**src/rtl/m_telemetry_serializer.sv**
```systemverilog
// Telemetry phrase serializer: pair-encodes buffer words, overlays frame markers,
// shifts them out MSB-first at clk/BIT_DIV, and keeps a BCD seconds count.

module m_tlm_pair_enc (
  input  logic       d_i,
  input  logic       man_i,
  output logic [1:0] pair_o
);
  assign pair_o = {d_i, d_i ^ man_i};
endmodule

module m_telemetry_serializer #(
  parameter int DATA_W      = 12,
  parameter int BIT_DIV     = 4,
  parameter int ADDR_W      = 7,
  parameter int PHR_PER_GRP = 128,
  parameter int GRP_PER_CCL = 32,
  parameter int CCL_PER_SEC = 4
) (
  input  logic              clk,
  input  logic              reset,
  input  logic              iEn,
  input  logic              iMode,
  input  logic [DATA_W-1:0] iData,
  output logic              oRdEn,
  output logic [ADDR_W-1:0] oAddr,
  output logic              oSwitch,
  output logic              oSerial,
  output logic [DATA_W-1:0] oParallel,
  output logic              oValid,
  output logic              oFrameStart,
  output logic [15:0]       oSec
);
  localparam int WW = 2 * DATA_W;
  localparam int DW = (BIT_DIV > 1) ? $clog2(BIT_DIV) : 1;
  localparam int BW = $clog2(WW);
  localparam int PW = $clog2(PHR_PER_GRP);
  localparam int GW = (GRP_PER_CCL > 1) ? $clog2(GRP_PER_CCL) : 1;
  localparam int CW = (CCL_PER_SEC > 1) ? $clog2(CCL_PER_SEC) : 1;

  logic [DW-1:0]     div_q;
  logic [BW-1:0]     bit_q;
  logic [PW-1:0]     phr_q, phr_d;
  logic [GW-1:0]     grp_q, grp_d;
  logic [CW-1:0]     ccl_q, ccl_d;
  logic [ADDR_W-1:0] addr_q;
  logic              run_q;
  logic [WW-1:0]     word_q;

  logic                   last_div, last_bit, sec_tick, sec_cy;
  logic [BW-1:0]          bit_idx;
  logic [15:0]            sec_d;
  logic [1:0]             mk;
  logic [DATA_W-1:0]      par;
  logic [DATA_W-1:0][1:0] enc_pairs;
  logic [WW-1:0]          enc_word;

  assign last_div = (div_q == DW'(BIT_DIV - 1));
  assign last_bit = (bit_q == BW'(WW - 1));
  assign bit_idx  = BW'(WW - 1) - bit_q;

  for (genvar i = 0; i < DATA_W; i++) begin : g_enc
    m_tlm_pair_enc u_enc (
      .d_i   (iData[i]),
      .man_i (iMode),
      .pair_o(enc_pairs[i])
    );
  end
  assign enc_word = enc_pairs;

  always_comb begin
    par = '0;
    for (int i = 0; i < DATA_W; i++) par[i] = word_q[2*i+1];
  end

  // Phrase -> group -> cycle -> seconds carry chain, evaluated for the next word.
  always_comb begin
    phr_d    = phr_q;
    grp_d    = grp_q;
    ccl_d    = ccl_q;
    sec_tick = 1'b0;
    if (phr_q == PW'(PHR_PER_GRP - 1)) begin
      phr_d = '0;
      if (grp_q == GW'(GRP_PER_CCL - 1)) begin
        grp_d = '0;
        if (ccl_q == CW'(CCL_PER_SEC - 1)) begin
          ccl_d    = '0;
          sec_tick = 1'b1;
        end else begin
          ccl_d = ccl_q + 1'b1;
        end
      end else begin
        grp_d = grp_q + 1'b1;
      end
    end else begin
      phr_d = phr_q + 1'b1;
    end
  end

  always_comb begin
    sec_d  = oSec;
    sec_cy = 1'b1;
    for (int i = 0; i < 4; i++) begin
      if (sec_cy) begin
        if (oSec[4*i +: 4] == 4'd9) begin
          sec_d[4*i +: 4] = 4'd0;
        end else begin
          sec_d[4*i +: 4] = oSec[4*i +: 4] + 4'd1;
          sec_cy          = 1'b0;
        end
      end
    end
  end

  // Markers follow the counters of the word being loaded, not the one on the line.
  always_comb begin
    mk = {~phr_d[0], 1'b0};
    if (grp_d == GW'(GRP_PER_CCL - 1)) begin
      if (phr_d == PW'(PHR_PER_GRP - 15) || phr_d == PW'(PHR_PER_GRP - 7) ||
          phr_d == PW'(PHR_PER_GRP - 5)  || phr_d == PW'(PHR_PER_GRP - 1))
        mk = 2'b11;
    end else begin
      if (phr_d == PW'(PHR_PER_GRP - 13) || phr_d == PW'(PHR_PER_GRP - 11) ||
          phr_d == PW'(PHR_PER_GRP - 9)  || phr_d == PW'(PHR_PER_GRP - 3))
        mk = 2'b11;
    end
    if (ccl_d == '0 && grp_d == '0 && phr_d == PW'(15)) mk = 2'b11;
  end

  always_ff @(posedge clk) begin
    if (reset) begin
      div_q       <= '0;
      bit_q       <= '0;
      phr_q       <= '0;
      grp_q       <= '0;
      ccl_q       <= '0;
      addr_q      <= '0;
      run_q       <= iEn;
      word_q      <= {1'b1, {(WW-1){1'b0}}};
      oSerial     <= 1'b0;
      oParallel   <= '0;
      oValid      <= 1'b0;
      oRdEn       <= 1'b0;
      oAddr       <= '0;
      oSwitch     <= 1'b0;
      oFrameStart <= 1'b0;
      oSec        <= '0;
    end else begin
      oValid      <= 1'b0;
      oRdEn       <= 1'b0;
      oFrameStart <= 1'b0;
      div_q       <= last_div ? '0 : div_q + 1'b1;
      if (last_div) bit_q <= last_bit ? '0 : bit_q + 1'b1;

      if (div_q == '0) begin
        oSerial <= run_q & word_q[bit_idx];
        if (run_q && bit_q == '0) begin
          oValid      <= 1'b1;
          oParallel   <= par;
          oFrameStart <= (phr_q == '0) && (grp_q == '0) && (ccl_q == '0);
        end
        if (run_q && last_bit) begin
          oRdEn  <= 1'b1;
          oAddr  <= addr_q;
          addr_q <= addr_q + 1'b1;
          if (addr_q == '1) oSwitch <= ~oSwitch;
        end
      end

      // Word boundary: a stalled or restarting word keeps counters and word register.
      if (last_div && last_bit) begin
        run_q <= iEn;
        if (iEn && run_q) begin
          phr_q  <= phr_d;
          grp_q  <= grp_d;
          ccl_q  <= ccl_d;
          word_q <= enc_word | {mk, {(WW-2){1'b0}}};
          if (sec_tick) oSec <= sec_d;
        end
      end
    end
  end
endmodule

```
**config.mk**
```make
export PLATFORM = sky130hd
export DESIGN_NAME = m_telemetry_serializer
export DESIGN_NICKNAME = d
export VERILOG_FILES = /design/src/rtl/m_telemetry_serializer.sv
export SDC_FILE = /design/constraint.sdc
export NUM_CORES = 1
export LEC_CHECK = 0
export BUFFER_PORTS_ARGS = -buffer_cell sky130_fd_sc_hd__buf_2
export CORE_MARGIN = 2
export CORE_UTILIZATION = 35
export DETAILED_ROUTE_END_ITERATION = 10
export GPL_ROUTABILITY_DRIVEN = 0
export PLACE_DENSITY = 0.52
export SLEW_MARGIN = 10
export SYNTH_ARGS = -nofsm -noshare
export SYNTH_HDL_FRONTEND = slang
export SYNTH_HIERARCHICAL = 1
export SYNTH_SLANG_ARGS = --single-unit
```
**constraint.sdc**
```tcl
create_clock -name clk -period 3 [get_ports clk]
set_input_delay 0.75 -clock clk [delete_from_list [all_inputs] [get_ports clk]]
set_output_delay 0.75 -clock clk [all_outputs]
set_load 0.005 [all_outputs]
```
==> results list <==
- Starting DRC count in detailed routing: 199
- Count of inserted antenna diode cells: 0
- Setup repair after global routing left no endpoint under its margin.
- Clock latency on the worst-skew pair: 340 ps
- Buffers inserted to repair hold after CTS numbered 0.
- Worst hold-check path type: reg -> reg
* Met2 Usage GRT: 24.4%
- The longest clock path from root to sink contains 2 buffers.
* Ratio of final minimum period to clock period: 90.6%
- After clock tree synthesis, the clock-pin slew on the worst setup and hold paths is 60 ps.
* Number of failing hold endpoints at the final stage: 0
- In this design, the stage delay of the slowest critical-path cell is 580 ps.
- In the final timing run, aggregate negative setup slack is 0 ps.
- Setup crit end kind: flop
- CTS sink count: 93
- Library cells used by synthesis: 52
- Root cell of the clock tree: clkbuf_16
* Cell seen most often among critical-path stages: nand2_1
- Dividing the detail-routed via count by the number of cells gives 4.95.
- Mean Syn Cell Area: 8.47 um^2
- Slowest stage cell, crit path: or4_4
- Setup violations remaining at the end of the flow were counted as 0.
* Transition time of the tightest slew-check pin: 738 ps
* Register bit count reported by yosys: 93
- Wire length reported by the detailed router: 10.0 mm
* Number of buffers inserted to repair setup after CTS: 0
- Global routing used 3.67% of the available met3 tracks.
- Antenna violation net count after detailed routing: 0
- Layout Area Growth over Synthesis: 15.4%
* Maximum VDD drop: 0.236 mV
* Maximum number of pins on one net before global-route repair: 39
- Summed over all layers, the global routing overflow is 0.
- Summed over all nets, the switching power comes to 553 uW.
* Reported max-cap violation count: 0
- In this run the horizontal extent of the chip is 118 um.
- GRT Resource Usage Total: 14.9%
* Buffers on Ports: 55
- The cell count after synthesis came out at 542.
- Count of nets after finishing: 614
- Global routing used 19.3% of the available met1 tracks.
* Top-Level Pins: 56
- Measured along the y axis, the die boundary spans 118 um.
- Static timing analysis puts the maximum clock frequency at 0.368 GHz.
- Endpoint arrival time on the critical path: 2950 ps
- The first global-routing pass estimated 17.3 mm of wire.
- Traced cell by cell, the critical path runs through ha_1, nand2_1, or4_4, nor4_2, nand2_1, or4_1, o311ai_0.
- Full die area: 14000 um^2
* Post-CTS Resized: 0
* Filler instances: 1342
- CTS Buf Count: 9
- The floorplan has 41 rows.
- The initial utilization of the core area, before any placement, comes to 36.1%.
- Share of the synthesized area in the top cell type: 40.1%
* Layout cell share with drive strength beyond 1: 17.9%
- Maximum level of the CTS H-tree: 3
- Fin Clk Skew: 7.07 ps
- TritonCTS built the clock tree.
- Initial antenna violation count: 0
- The final route contains 3764 vias.
- Leading cell types by total area after synthesis: dfxtp_1, nand2_1, a21oi_1
* Power density over cell area: 481 nW/um^2
- The worst setup path is of the reg -> reg kind.
* Endpoint required time on the critical path: 3230 ps
* Final Critical Period: 2720 ps
- Total power: 2.55 mW
* Sort of element at the start of the critical path: flop
- Switching Fraction: 21.7%
* Net count of the mapped netlist: 573
- The synthesized design spends more area on one cell type than any other, namely dfxtp_1.
- R2r setup slk: 280 ps
- Core area: 12700 um^2
- The run finished with clean final reports.
- Average wire per cell in the routed design: 13.2 um
* Sequential share of power: 49.2%
- HPWL after DPL: 7.19 mm
- Internal power comes to 1.99 mW.
- Of the total power, combinational logic draws 4.9%.
- The via count of the first global-routing pass came to 3681.
- Total of warnings raised by yosys: 6
- The analysis attributes to cell leakage a power of 2.09 nW.
- The max-slew violation count was 0.
- Worst slew slack as a fraction of its limit: 50.8%
* Most crowded layer after global routing: met2
- Sequential cell area fraction in the yosys report: 40.8%
* DR DRC count: 0
* Cell area after synthesis: 4590 um^2
* First-pass iteration count of the detailed router: 4
* Clock network power share: 46.0%
- Of all nets on the critical path, the largest fanout is 11.
cell families after synthesis:
| kind of cell | share of synthesized area, % |
|---|---|
| buffers and inverters | 6.30 |
| XOR/XNOR | 6.68 |
| multiplexers | 6.71 |
| adder cells (fa/ha/maj) | 4.09 |
| flip-flops | 40.8 |
| AO/OA/AOI/OAI | 10.9 |
| AND/OR/NAND/NOR | 24.5 |
stage by stage:
step | cells | worst slack (ps) | utilization (%) | instance area (um^2) | hold WS (ps)
2_1_floorplan | 542 | 592 | - | 4590 | 427
3_3_place_gp | 744 | 321 | 39.2 | 4980 | 439
3_5_place_dp | 744 | 217 | 39.2 | 4980 | 448
4_1_cts | 760 | 253 | 41.6 | 5290 | 457
5_1_grt | 760 | 13.3 | 41.6 | 5290 | 477
6_report | 760 | 282 | 41.6 | 5290 | 452
cell usage in the layout, fill, tap and decap left out, types with 12 or more instances in the layout:
cell type and count:
a21oi_1 53, buf_2 55, buf_4 18, dfxtp_1 92
ha_1 15, inv_1 15, mux2i_1 15, nand2_1 94
nor2_1 57, o21ai_0 12, xnor2_1 12, xor2_1 23
path summary, 6_finish.rpt:
| kind | startpoint | to | cells past startpoint |
|---|---|---|---|
| hold / removal | div_q[0] | div_q[0] | 1 |
| setup reg to reg | phr_q[0] | oSec[15] | 7 |
| hold reg to reg | div_q[0] | div_q[0] | 1 |
| setup / recovery | phr_q[0] | oSec[15] | 7 |
metal layers:
metal	share of wire [%]	wire length, um
met1	49	4960
met2	46	4620
met3	3.5	346
met4	0.94	94
met5	0	0
final cells by class:
cell class / instances / area, um^2 / share of cell area, %
Clock buffer: 12 / 256 / 4.85
Tap cell: 172 / 215 / 4.07
Clock inverter: 4 / 53.8 / 1.02
Timing Repair Buffer: 73 / 410 / 7.75
Sequential cell: 93 / 1870 / 35.4
Inverter: 15 / 56.3 / 1.06
Multi-Input combinational cell: 391 / 2430 / 45.9
state kept, by name, indices dropped and copies added, names as in the netlist:
name / count
addr_q: 7
bit_q: 5
ccl_q: 2
div_q: 2
grp_q: 5
oAddr: 7
oFrameStart: 1
oParallel: 12
oRdEn: 1
oSec: 16
oSerial: 1
oSwitch: 1
oValid: 1
phr_q: 7
run_q: 1
word_q: 24
Yosys cell counts (all sizes together):
cell type / count
nand3: 11
and4b: 1
mux2i: 15
and2: 3
a21o: 1
a31oi: 6
clkbuf: 21
a41o: 2
nor3: 8
nand4b: 3
a32oi: 1
a311oi: 2
buf: 22
and3: 4
o311ai: 2
o221ai: 1
nand2b: 2
inv: 15
or3: 6
nand2: 95
o41ai: 1
nand4: 10
nor3b: 4
xor2: 23
mux4: 7
nor4: 6
and4: 3
a211oi: 1
nor4b: 1
nor4bb: 2
or4: 2
a21oi: 53
nor2: 58
nand3b: 1
o21ai: 12
or2: 4
nor2b: 8
xnor2: 12
a41oi: 1
edfxtp: 1
a221o: 1
ha: 15
a22oi: 1
dfxtp: 92
o31ai: 2
power groups by stage:
| stage | clock [mW] | combinational (mW) | sequential [mW] |
|---|---|---|---|
| 2_1_floorplan | 0 | 0.0881 | 1.28 |
| 3_3_place_gp | 0 | 0.126 | 1.28 |
| 3_5_place_dp | 0 | 0.126 | 1.28 |
| 4_1_cts | 1.21 | 0.127 | 1.25 |
| 5_1_grt | 1.25 | 0.140 | 1.25 |
| 6_report | 1.17 | 0.124 | 1.25 |
critical path, delay by kind of cell (launching register included):
kind	cells	cell delay, ps
and+or+nand+nor	5	1640
adders and majority gates	1	350
AOI/OAI and AO/OA	1	110
DFF	1	500
No activity file was read; power rests on OpenSTA's default activity.
